File: config.mk
export PLATFORM = sky130hd
export DESIGN_NAME = sram_bist_ctrl
export DESIGN_NICKNAME = d
export VERILOG_FILES = /design/src/rtl/sram_bist_ctrl.sv
export SDC_FILE = /design/constraint.sdc
export NUM_CORES = 1
export LEC_CHECK = 0
export BUFFER_PORTS_ARGS = -buffer_cell sky130_fd_sc_hd__buf_4
export CORE_UTILIZATION = 46
export CTS_CLUSTER_DIAMETER = 40
export DETAILED_ROUTE_END_ITERATION = 6
export PLACE_DENSITY = 0.73
export REMOVE_ABC_BUFFERS = 1
export SLEW_MARGIN = 20
export SYNTH_ARGS = -nofsm -noshare
export SYNTH_HDL_FRONTEND = slang
export SYNTH_SLANG_ARGS = --single-unit
File: constraint.sdc
create_clock -name clk -period 5.5 [get_ports clk]
set_input_delay 0.825 -clock clk [delete_from_list [all_inputs] [get_ports clk]]
set_output_delay 0.825 -clock clk [all_outputs]
set_load 0.02 [all_outputs]
File: src/rtl/sram_bist_ctrl.sv
// Write/read BIST sequencer driving an SRAM-controller request/ready handshake.
// Define SRAM_BIST_ERR_LOG_EN to add a first-mismatch log (err_addr/err_exp/err_got/err_phase).
module sram_bist_ctrl #(
  parameter int DW        = 16,
  parameter int AW        = 18,
  parameter int LAST_ADDR = 2**AW - 1
) (
  input  logic          clk,
  input  logic          reset,
  input  logic          start,
  input  logic          abort,
  input  logic [1:0]    mode,
  output logic          mem,
  output logic          rw,
  output logic [AW-1:0] addr,
  output logic [DW-1:0] data_f2s,
  input  logic          ready,
  input  logic [DW-1:0] data_s2f,
  output logic          busy,
  output logic          done,
  output logic          pass_ok,
  output logic [15:0]   err_cnt,
  output logic          phase
`ifdef SRAM_BIST_ERR_LOG_EN
  ,
  output logic [AW-1:0] err_addr,
  output logic [DW-1:0] err_exp,
  output logic [DW-1:0] err_got,
  output logic          err_phase
`endif
);

  typedef enum logic [2:0] {
    IDLE, WR_REQ, WR_WAIT, RD_REQ, RD_WAIT, CMP, DONE
  } state_t;

  localparam logic [AW-1:0] LAST = AW'(LAST_ADDR);

  state_t        state_q, state_d;
  logic [AW-1:0] addr_q, addr_d;
  logic          phase_q, phase_d;
  logic [1:0]    mode_q, mode_d;
  logic [15:0]   err_cnt_q, err_cnt_d;
  logic [DW-1:0] rdata_q, rdata_d;
  logic          wait_first_q, wait_first_d;
  logic [DW-1:0] exp_data;
  logic          run_start;
  logic          cmp_miss;

  function automatic logic [DW-1:0] pattern(input logic [AW-1:0] a,
                                            input logic [1:0]    m,
                                            input logic          ph);
    logic [DW-1:0] p;
    p = '0;
    case (m)
      2'd1: begin
        for (int i = 1; i < DW; i += 2) p[i] = 1'b1;
        if (a[0]) p = ~p;
      end
      2'd2:    p = '0;
      default: p = DW'(a);
    endcase
    return ph ? ~p : p;
  endfunction

  assign exp_data  = pattern(addr_q, mode_q, phase_q);
  assign run_start = ((state_q == IDLE) || (state_q == DONE)) && start && !abort;
  assign cmp_miss  = (state_q == CMP) && (rdata_q != exp_data);

  // NOTE: sequential state uses non-blocking assignments only, so every
  // register samples the pre-edge value of every other register.
  always_ff @(posedge clk or negedge reset) begin
    if (!reset) begin
      state_q      <= IDLE;
      addr_q       <= '0;
      phase_q      <= 1'b0;
      mode_q       <= 2'd0;
      err_cnt_q    <= 16'd0;
      rdata_q      <= '0;
      wait_first_q <= 1'b0;
    end else begin
      state_q      <= state_d;
      addr_q       <= addr_d;
      phase_q      <= phase_d;
      mode_q       <= mode_d;
      err_cnt_q    <= err_cnt_d;
      rdata_q      <= rdata_d;
      wait_first_q <= wait_first_d;
    end
  end

  // NOTE: every variable gets a default before the case so no path infers a latch.
  always_comb begin
    state_d      = state_q;
    addr_d       = addr_q;
    phase_d      = phase_q;
    mode_d       = mode_q;
    err_cnt_d    = err_cnt_q;
    rdata_d      = rdata_q;
    wait_first_d = 1'b0;

    if (busy && abort) begin
      state_d = IDLE;
    end else begin
      case (state_q)
        IDLE, DONE: begin
          if (run_start) begin
            state_d   = WR_REQ;
            addr_d    = '0;
            phase_d   = 1'b0;
            mode_d    = mode;
            err_cnt_d = 16'd0;
          end
        end
        WR_REQ: begin
          if (ready) begin
            state_d      = WR_WAIT;
            wait_first_d = 1'b1;
          end
        end
        // The controller still shows the pre-accept ready in the first wait cycle.
        WR_WAIT: begin
          if (!wait_first_q && ready) begin
            if (addr_q < LAST) begin
              addr_d  = addr_q + AW'(1);
              state_d = WR_REQ;
            end else begin
              addr_d  = '0;
              state_d = RD_REQ;
            end
          end
        end
        RD_REQ: begin
          if (ready) begin
            state_d      = RD_WAIT;
            wait_first_d = 1'b1;
          end
        end
        RD_WAIT: begin
          if (!wait_first_q && ready) begin
            rdata_d = data_s2f;
            state_d = CMP;
          end
        end
        CMP: begin
          if (cmp_miss && (err_cnt_q != 16'hFFFF)) err_cnt_d = err_cnt_q + 16'd1;
          if (addr_q < LAST) begin
            addr_d  = addr_q + AW'(1);
            state_d = RD_REQ;
          end else if (!phase_q) begin
            phase_d = 1'b1;
            addr_d  = '0;
            state_d = WR_REQ;
          end else begin
            state_d = DONE;
          end
        end
        default: state_d = IDLE;
      endcase
    end
  end

  assign mem      = ready && ((state_q == WR_REQ) || (state_q == RD_REQ));
  assign rw       = (state_q != WR_REQ);
  assign addr     = addr_q;
  assign data_f2s = (state_q == WR_REQ) ? exp_data : '0;
  assign busy     = (state_q != IDLE) && (state_q != DONE);
  assign done     = (state_q == DONE);
  assign pass_ok  = done && (err_cnt_q == 16'd0);
  assign err_cnt  = err_cnt_q;
  assign phase    = phase_q;

`ifdef SRAM_BIST_ERR_LOG_EN
  logic [AW-1:0] err_addr_q;
  logic [DW-1:0] err_exp_q;
  logic [DW-1:0] err_got_q;
  logic          err_phase_q;

  // A zero error count before this compare marks the first mismatch of the run.
  always_ff @(posedge clk or negedge reset) begin
    if (!reset) begin
      err_addr_q  <= '0;
      err_exp_q   <= '0;
      err_got_q   <= '0;
      err_phase_q <= 1'b0;
    end else if (run_start) begin
      err_addr_q  <= '0;
      err_exp_q   <= '0;
      err_got_q   <= '0;
      err_phase_q <= 1'b0;
    end else if (cmp_miss && !abort && (err_cnt_q == 16'd0)) begin
      err_addr_q  <= addr_q;
      err_exp_q   <= exp_data;
      err_got_q   <= rdata_q;
      err_phase_q <= phase_q;
    end
  end

  assign err_addr  = err_addr_q;
  assign err_exp   = err_exp_q;
  assign err_got   = err_got_q;
  assign err_phase = err_phase_q;
`endif

endmodule

# Yosys cells after proc, flatten, opt, wreduce, memory -nomap -nowiden

Index checks and enable logic that the tools add are counted.

$add $sub $neg: 2
Magnitude comparators: 1
Eq/ne operators: 22
Muxes and demuxes: 29
Bitwise gates (word level): 2
Reductions and logical operators: 26

Operators with widths:

| kind                                                                   | number |
|---|---|
| 18-bit 2-to-1 mux                                                      | 5 |
| 16-bit 2-to-1 mux                                                      | 5 |
| 16-bit one-hot mux with 2 select lines                                 | 2 |
| 18-bit one-hot mux with 3 select lines                                 | 1 |
| 3-bit 2-to-1 mux                                                       | 8 |
| 18-bit by 1-bit adder with 18-bit output (second input constant)       | 1 |
| 18-bit < comparator (second input constant)                            | 1 |
| 3-bit != test (second input constant)                                  | 6 |
| 3-bit one-hot mux with 6 select lines                                  | 1 |
| 16-bit by 1-bit adder with 16-bit output (second input constant)       | 1 |
| 16-bit logical NOT                                                     | 1 |
| 16-bit != test                                                         | 1 |
| 16-bit != test (second input constant)                                 | 1 |
| 16-bit NOT                                                             | 1 |
| 5-bit AND reduction                                                    | 2 |
| 3-bit equality test (second input constant)                            | 3 |
| 1-bit logical AND                                                      | 9 |
| 4-bit AND reduction                                                    | 2 |
| 3-bit by 2-bit equality test with 1-bit output (second input constant) | 2 |
| 2-bit != test (second input constant)                                  | 3 |
| 3-bit AND reduction                                                    | 2 |
| 3-bit nonzero test                                                     | 2 |
| 1-bit 2-to-1 mux                                                       | 5 |
| 2-bit OR reduction                                                     | 2 |
| 13 further kinds                                                       | 15 |

Register bits: 57
Input port bits: 23
Output and inout port bits: 56
Logic and storage cells: 89

# Depth between registers and ports, before layout

Gate-level depths: netlist (run 1).

Depth in word-level cells: 9
Gate-level depth with buffers: 14
Depth with buffers taken out: 10

# Least setup slack after synthesis (run 1)

Ideal clock, no wire load.

Path type: reg2reg
Start point: register mode_q[0]
End point: register err_cnt_q[0], in the netlist err_cnt[0]
Setup time: 0.067 ns
Arrival time: 2.834 ns
Data required time: 5.433 ns
Path slack: 2.600 ns
Cell stages (with the launch flop): 13
Buffers on the path: 3
Clock period less this slack: 2.900 ns
Cells stage by stage: dfrtp_1 -> ha_1 -> buf_2 -> a22oi_1 -> xor2_1 -> or4_1 -> mux2i_1 -> nand3_1 -> or3_1 -> buf_6 -> a21oi_4 -> buf_6 -> mux2_2

Word-level cells in the longest chain between the ends: 9
Elaborated cells between the ends (all ways): 10
Classes of those cells: 4 x eq/ne; 2 x mux; 1 x bitwise; 3 x reduce/logical

RTL lines:

| item                                                                                  | RTL line | text |
|---|---|---|
| start, declared                                                                       | 42       | `logic [1:0] mode_q, mode_d;` |
| start signal, assigned                                                                | 85       | `mode_q <= mode_d;` |
| 2-bit equality test or 2-bit by 1-bit equality test with 1-bit output (tied branches) | 55       | `case (m)` |
| 16-bit one-hot mux with 2 select lines (*)                                            | 55       |  |
| 16-bit NOT                                                                            | 63       | `return ph ? ~p : p;` |
| 16-bit 2-to-1 mux (*)                                                                 | 63       |  |
| 16-bit != test (*)                                                                    | 68       | `assign cmp_miss = (state_q == CMP) && (rdata_q != exp_data);` |
| 1-bit logical AND (*)                                                                 | 68       |  |
| 1-bit logical AND (*)                                                                 | 146      | `if (cmp_miss && (err_cnt_q != 16'hFFFF)) err_cnt_d = err_cnt_q + 16'd1;` |
| 2-bit by 1-bit != test with 1-bit output (no source line) (*)                         | n/a      |  |
| 4-bit AND reduction (no source line) (*)                                              | n/a      |  |
| end signal, assigned                                                                  | 86       | `err_cnt_q <= err_cnt_d;` |
| end, declared                                                                         | 43       | `logic [15:0] err_cnt_q, err_cnt_d;` |

Every way passes the cells marked *; elsewhere a longest branch is shown, timed or not.
A chain may end at the register's enable or synchronous reset.

# Final worst setup path (run 1)

Ends and elaborated chain as after synthesis.

==> results of run 1 <==
==> area by class of cell <==
| cell class | instances | area [sq um] |
|---|---|---|
| Fill cell | 771 | 3540 |
| Multi-Input combinational cell | 368 | 2330 |
| Sequential cell | 57 | 1430 |
| Timing Repair Buffer | 80 | 601 |
| Clock buffer | 14 | 183 |
| Tap cell | 105 | 131 |
| Inverter | 10 | 37.5 |
| Clock inverter | 2 | 10.0 |
==> worst min path at each step <==
stage            endpoint  slack (ns)  depth (start not counted)
2_1_floorplan   mode_q[0]        0.49                          1
3_3_place_gp    mode_q[0]        0.50                          1
3_5_place_dp   rdata_q[1]        0.51                          1
4_1_cts        rdata_q[1]        0.53                          1
5_1_grt          addr[17]        0.54                          1
6_report          addr[5]        0.53                          1
==> kinds of logic after synthesis <==
kind of cell,count (synthesis)
AO/OA/AOI/OAI,116
XOR/XNOR,26
adder cells (fa/ha/maj),4
buffers and inverters,35
flip-flops,57
multiplexers,21
AND/OR/NAND/NOR,201
==> cells in the final DEF, fill, tap and decap left out, types with 5 or more instances in the layout <==
master    instances
a21bo_2           7
a21oi_1          28
a22oi_1           5
a31oi_1           5
and2_1            7
and3_1           18
and3_2            5
buf_4            80
clkbuf_8         13
dfrtp_1          57
inv_1             9
mux2_2           18
nand2_1          37
nand2b_1          6
nand3_1          20
nor2_1           50
nor2b_1           8
nor3_1            7
nor4_1           15
o21ai_0          37
xnor2_1          19
xor2_1            7
==> per-stage QoR <==
step,hold WS (ns),utilization [%]
finish,0.528,57.1
global route,0.545,57.1
CTS,0.530,57.1
detailed placement,0.514,54.8
global placement,0.497,54.8
floorplan,0.487,-
==> state kept, by name, indices dropped and copies added, names as in the netlist <==
| signal | cells |
|---|---|
| addr | 18 |
| err_cnt | 16 |
| mode_q | 2 |
| phase | 1 |
| rdata_q | 16 |
| state_q | 3 |
| wait_first_q | 1 |
==> routing by layer <==
layer  track usage (%)  up-vias
met1              32.4     1830
met3              4.11       21
met5                 0        -
met2              38.0      155
li1                  -     1805
met4              9.74        0
==> critical path, stage by stage (launching register included) <==
cell and delay, ns:
dfrtp_1 0.38, ha_1 0.48, a22oi_1 0.46, xor2_1 0.12, or4_1 0.49, mux2i_1 0.14
nand3_1 0.09, or3_1 0.56, a21oi_4 0.45, mux2_2 0.24
==> power breakdown <==
part	switching (W)	internal [W]
registers	0.000103	0.000495
clock network	0.000169	0.000211
logic	0.000439	0.000325
==> impl_metrics.py, run 1 <==
metrics = {
    "run_status": {
        "status": "finished clean",
    },
    "placed_design": {
        "io_buffer_count": 78,
        "place_area_sq_um": 4520,
        "gp_congestion": 0.906,
        "place_ws_ns": 2.06,
        "dp_hpwl_um": 7390,
        "place_inst": 620,
    },
    "synth": {
        "synth-compound-area-share_pct": 19.8,
        "syn_area_sq_um": 3930,
        "yosys-top-cells-count": "dfrtp_1 (57), nor2_1 (51), nand2_1 (37), o21ai_0 (37), a21oi_1 (28)",
        "synth_area_per_cell_sq_um": 8.54,
        "synth_ff_type": "dfrtp_1",
        "synth_top_family_by_area": "simple AND/OR/NAND/NOR gates",
        "synthMuxAreaShare_pct": 5.93,
        "yosysSeqAreaShare_pct": 36.3,
        "ys_warn_count": 0,
        "synth_fa_ha_area_share_pct": 1.27,
        "async_flop_share_pct": 100,
        "synth-edff-count": 0,
        "synth-seq-cells": 57,
        "synth_xor_area_share_pct": 5.80,
        "synthCells": 460,
        "yosys.area_share.simple_pct": 26.5,
        "yosysUniqueCellTypes": 59,
        "yosysTopAreaCell": "dfrtp_1",
        "synth.most_common_cell": "dfrtp_1",
        "synth.area.top_cells": "dfrtp_1 (36%), mux2_2 (5.2%), nor2_1 (4.9%)",
        "synth_top_area_share_pct": 36.3,
    },
    "global_routing": {
        "grt_pass1_wl_um": 16600,
        "grt_start_max_net_pins": 58,
        "grtUsageTotal_pct": 24.0,
        "grt_overflow_total": 0,
        "grt_pass1_vias": 3370,
        "antenna_found_initial": 0,
    },
    "worst_setup_path": {
        "r2r-start": "mode_q[0]",
        "worstPathRequired_ns": 5.78,
        "critPathLaunch": "mode_q[0]",
        "crit_path_max_fanout": 18,
        "r2r_cells": 9,
        "start_kind": "register",
        "endpoint_kind": "register",
        "endpoint": "err_cnt[0]",
        "r2r_setup_slack_ns": 2.01,
        "critPathKind": "register to register",
        "worst_ep_arrival_time_ns": 3.77,
        "r2r_end": "err_cnt[0]",
    },
    "detailed_routing": {
        "top_layer": "met4",
        "firstDrtPassIters": 5,
        "wl_met2_um": 4820,
        "wl_um": 10300,
        "drtAntennaViolNets": 0,
        "detail_route.wirelength.met1_um": 4530,
        "wire_per_inst_um": 16.2,
        "vias": 3811,
        "viasPerCell": 5.99,
        "drc_errors": 0,
        "wl_met3_um": 719,
        "drt_iter0_markers": 339,
    },
    "clock_network": {
        "cts.clk_slew.worst_paths_ns": 0.06,
        "cts_resized": 0,
        "cts_hold_buf": 0,
        "cts_tree": "done",
        "numCtsBuffers": 9,
        "cts_buffer_depth": 2,
        "cts_sinks": 57,
        "post-cts-setup-buffers": 0,
        "clock_latency_ns": 0.35,
        "root_buffer": "clkbuf_8",
        "htree_num_levels": 3,
    },
    "sta": {
        "rsz0062_at_grt": "false",
        "min_period_ns": 3.49,
        "slew_violations": 0,
        "slew-limit-headroom_pct": 40.7,
        "setup_viol": 0,
        "fin_skew_ns": 0.00766,
        "tightest_slew_ns": 0.886,
        "hold_violations": 0,
        "min_period_over_period_pct": 63.4,
        "fin_tns_setup_ns": 0,
        "fmax_mhz": 287,
        "fin_ws_ns": 2.01,
    },
    "floorplanning": {
        "core_sq_um": 8260,
        "ios": 79,
        "start_util_pct": 47.6,
        "die_h_um": 94.4,
        "dieArea_sq_um": 8910,
        "row_count": 33,
        "die_w_um": 94.4,
    },
    "finish": {
        "drive_above_1_share_pct": 26.4,
        "diodes": 0,
        "fin_area_sq_um": 4720,
        "syn2layout_area_growth_pct": 20.1,
        "post_layout_nonfiller_instances": 636,
        "layout.nets": 553,
    },
    "power_and_ir_drop": {
        "p_leak_nw": 2.20,
        "p_per_area_nw_per_um2": 369,
        "report.power.total_w": 0.00174,
        "ir_drop_mv": 0.183,
    },
    "job": {
        "drv_cap": 0,
    },
    "hold_path": {
        "min_path_type": "input pin to asynchronous set/reset pin",
    },
}
Power figures use the tool's default switching activity.
==> run 2, diff against run 1 <==
--- a/config.mk
+++ b/config.mk
@@ -5,11 +5,12 @@
 export SDC_FILE = /design/constraint.sdc
 export NUM_CORES = 1
 export LEC_CHECK = 0
+export ABC_AREA = 1
 export BUFFER_PORTS_ARGS = -buffer_cell sky130_fd_sc_hd__buf_4
 export CORE_UTILIZATION = 46
 export CTS_CLUSTER_DIAMETER = 40
 export DETAILED_ROUTE_END_ITERATION = 6
-export PLACE_DENSITY = 0.73
+export PLACE_DENSITY = 0.72
 export REMOVE_ABC_BUFFERS = 1
 export SLEW_MARGIN = 20
 export SYNTH_ARGS = -nofsm -noshare
==> constraint.sdc (replaced) <==
create_clock -name clk -period 3.4 [get_ports clk]
set_input_delay 0.51 -clock clk [delete_from_list [all_inputs] [get_ports clk]]
set_output_delay 0.51 -clock clk [all_outputs]
set_load 0.02 [all_outputs]
==> run 2 against run 1 <==
  * The flow now finishes with violations (DRC)
  * Worst hold slack got worse by 0.30 ns
  * Setup slack worse by 1.3 ns
  * Sequential cell count unchanged
  * Combinational power up 48%
  * Critical path type is now register to primary output
  * Critical endpoint is now data_f2s[4]
  * Largest cell class unchanged
==> impl_metrics.py, run 2 <==
metrics = {
    "placed_design": {
        "io_buffer_count": 78,
        "dp_hpwl_um": 8180,
        "gp_congestion": 0.898,
        "place_ws_ns": 0.903,
    },
    "worst_setup_path": {
        "critPathKind": "register to primary output",
        "worst_ep_arrival_time_ns": 2.21,
        "worstPathRequired_ns": 2.89,
        "crit_path_max_fanout": 18,
        "start_kind": "register",
        "endpoint_kind": "primary output",
    },
    "finish": {
        "drive_above_1_share_pct": 16.5,
        "layout.nets": 751,
        "fin_util_pct": 56.5,
        "layout_commonest_cell": "nand2_1",
        "largest_reg_flops": 18,
        "syn2layout_area_growth_pct": 18.1,
        "mostFrequentLayoutCells": "nand2_1 (201), nand3_1 (97), buf_4 (83), nor2_1 (75), inv_1 (58)",
        "diodes": 0,
    },
    "detailed_routing": {
        "drt_iter0_markers": 273,
        "vias": 4547,
        "wl_um": 11500,
        "wire_per_inst_um": 13.7,
        "drc_errors": 24,
        "firstDrtPassIters": 7,
        "drtAntennaViolNets": 0,
        "viasPerCell": 5.43,
    },
    "sta": {
        "slew_violations": 0,
        "fin_skew_ns": 0.00857,
        "fin_ws_ns": 0.676,
        "fmax_mhz": 367,
        "tightest_slew_ns": 0.890,
        "min_period_over_period_pct": 80.1,
        "setup_viol": 0,
        "slew-limit-headroom_pct": 40.6,
        "hold_violations": 0,
        "rsz0062_at_grt": "false",
        "fin_tns_setup_ns": 0,
        "min_period_ns": 2.72,
        "hold_ws_ns": 0.228,
    },
    "power_and_ir_drop": {
        "report.power.total_w": 0.00263,
        "ir_drop_mv": 0.405,
        "p_per_area_nw_per_um2": 529,
        "p_leak_nw": 2.50,
    },
    "global_routing": {
        "antenna_found_initial": 0,
        "grt_start_max_net_pins": 58,
        "grtUsageTotal_pct": 25.3,
        "grt_overflow_total": 0,
        "grt_pass1_vias": 4271,
        "grt_pass1_wl_um": 19500,
    },
    "synth": {
        "yosys-top-cells-count": "nand2_1 (201), nand3_1 (97), nor2_1 (75)",
        "ys_warn_count": 0,
        "synth-seq-cells": 57,
        "synthCells": 657,
        "yosysSeqAreaShare_pct": 33.9,
        "synth.most_common_cell": "nand2_1",
        "yosysTopAreaCell": "dfrtp_1",
        "yosysUniqueCellTypes": 32,
        "syn_area_sq_um": 4210,
        "synth_ff_type": "dfrtp_1",
        "synth_area_per_cell_sq_um": 6.41,
        "async_flop_share_pct": 100,
        "synth-edff-count": 0,
        "synth_top_area_share_pct": 33.9,
        "synth.area.top_cells": "dfrtp_1 (34%), nand2_1 (18%), nand3_1 (12%)",
    },
    "floorplanning": {
        "dieArea_sq_um": 9540,
        "start_util_pct": 47.8,
        "die_h_um": 97.7,
        "core_sq_um": 8810,
        "ios": 79,
        "die_w_um": 97.7,
        "row_count": 34,
    },
    "run_status": {
        "status": "complete, but fails checks",
        "violations": "DRC",
    },
    "clock_network": {
        "cts.clk_slew.worst_paths_ns": 0.07,
        "numCtsBuffers": 9,
        "cts_tree": "done",
        "cts_buffer_depth": 2,
        "cts_sinks": 57,
        "htree_num_levels": 3,
        "root_buffer": "clkbuf_8",
        "cts_hold_buf": 0,
        "cts_resized": 0,
        "post-cts-setup-buffers": 0,
        "clock_latency_ns": 0.35,
    },
    "hold_path": {
        "min_path_type": "input pin to asynchronous set/reset pin",
    },
    "job": {
        "drv_cap": 0,
    },
}
-- run 2: metal layers --
| layer | vias up | part of all wire (%) | GRT usage [%] |
|---|---|---|---|
| li1 | 2252 | - | - |
| met5 | - | 0 | 0 |
| met4 | 0 | 1.9 | 10.5 |
| met3 | 20 | 7.0 | 3.45 |
| met1 | 2105 | 44 | 32.8 |
| met2 | 170 | 47 | 42.2 |
-- run 2: layout make-up --
cell class	count	area, sq um
clock buffers	13	149
clock inverters	3	40.0
fillers	867	3830
inverters	67	251
multi-input cells	506	2350
flip-flops and latches	57	1430
well taps	108	135
repair buffers	83	623
-- run 2: final timing paths --
check                           cells past startpoint  slack (ns)  startpoint     endpoint
worst max-delay path                                3        0.68  state_q[0]  data_f2s[4]
worst min-delay path                                1        0.23       reset      addr[7]
worst max register to register                     13        0.86   mode_q[0]  err_cnt[11]
worst min register to register                      2        0.50   mode_q[0]    mode_q[0]
max in group asynchronous                           1        2.66       reset  err_cnt[11]
min in group clk                                    3        0.38     mode[0]    mode_q[0]
-- run 2: critical path, stage by stage (launching register included) --
cell	delay, ns
dfrtp_1	0.53
nand3_1	0.68
a21oi_1	0.45
buf_4	0.20
-- run 2: power breakdown --
part           leakage, nW  internal, W  total [W]  switching (W)
clock               0.0974     0.000357   0.000643       0.000285
combinational         1.68     0.000345    0.00113       0.000789
sequential           0.728     0.000778   0.000856      0.0000779
total                 2.50      0.00148    0.00263        0.00115
-- run 2: cells by family after synthesis --
group	after synthesis	synth area share [%]
AOI/OAI and AO/OA	71	9.12
xor gates and xnor gates	11	2.29
adders and majority gates	4	1.19
buffers and inverters	94	10.4
DFF	57	33.9
and+or+nand+nor	420	43.2
-- run 2: metrics by stage --
stage	area, sq um	cells
2_1_floorplan	4030	630
3_3_place_gp	4780	821
3_5_place_dp	4780	821
4_1_cts	4970	837
5_1_grt	4970	837
6_report	4970	837
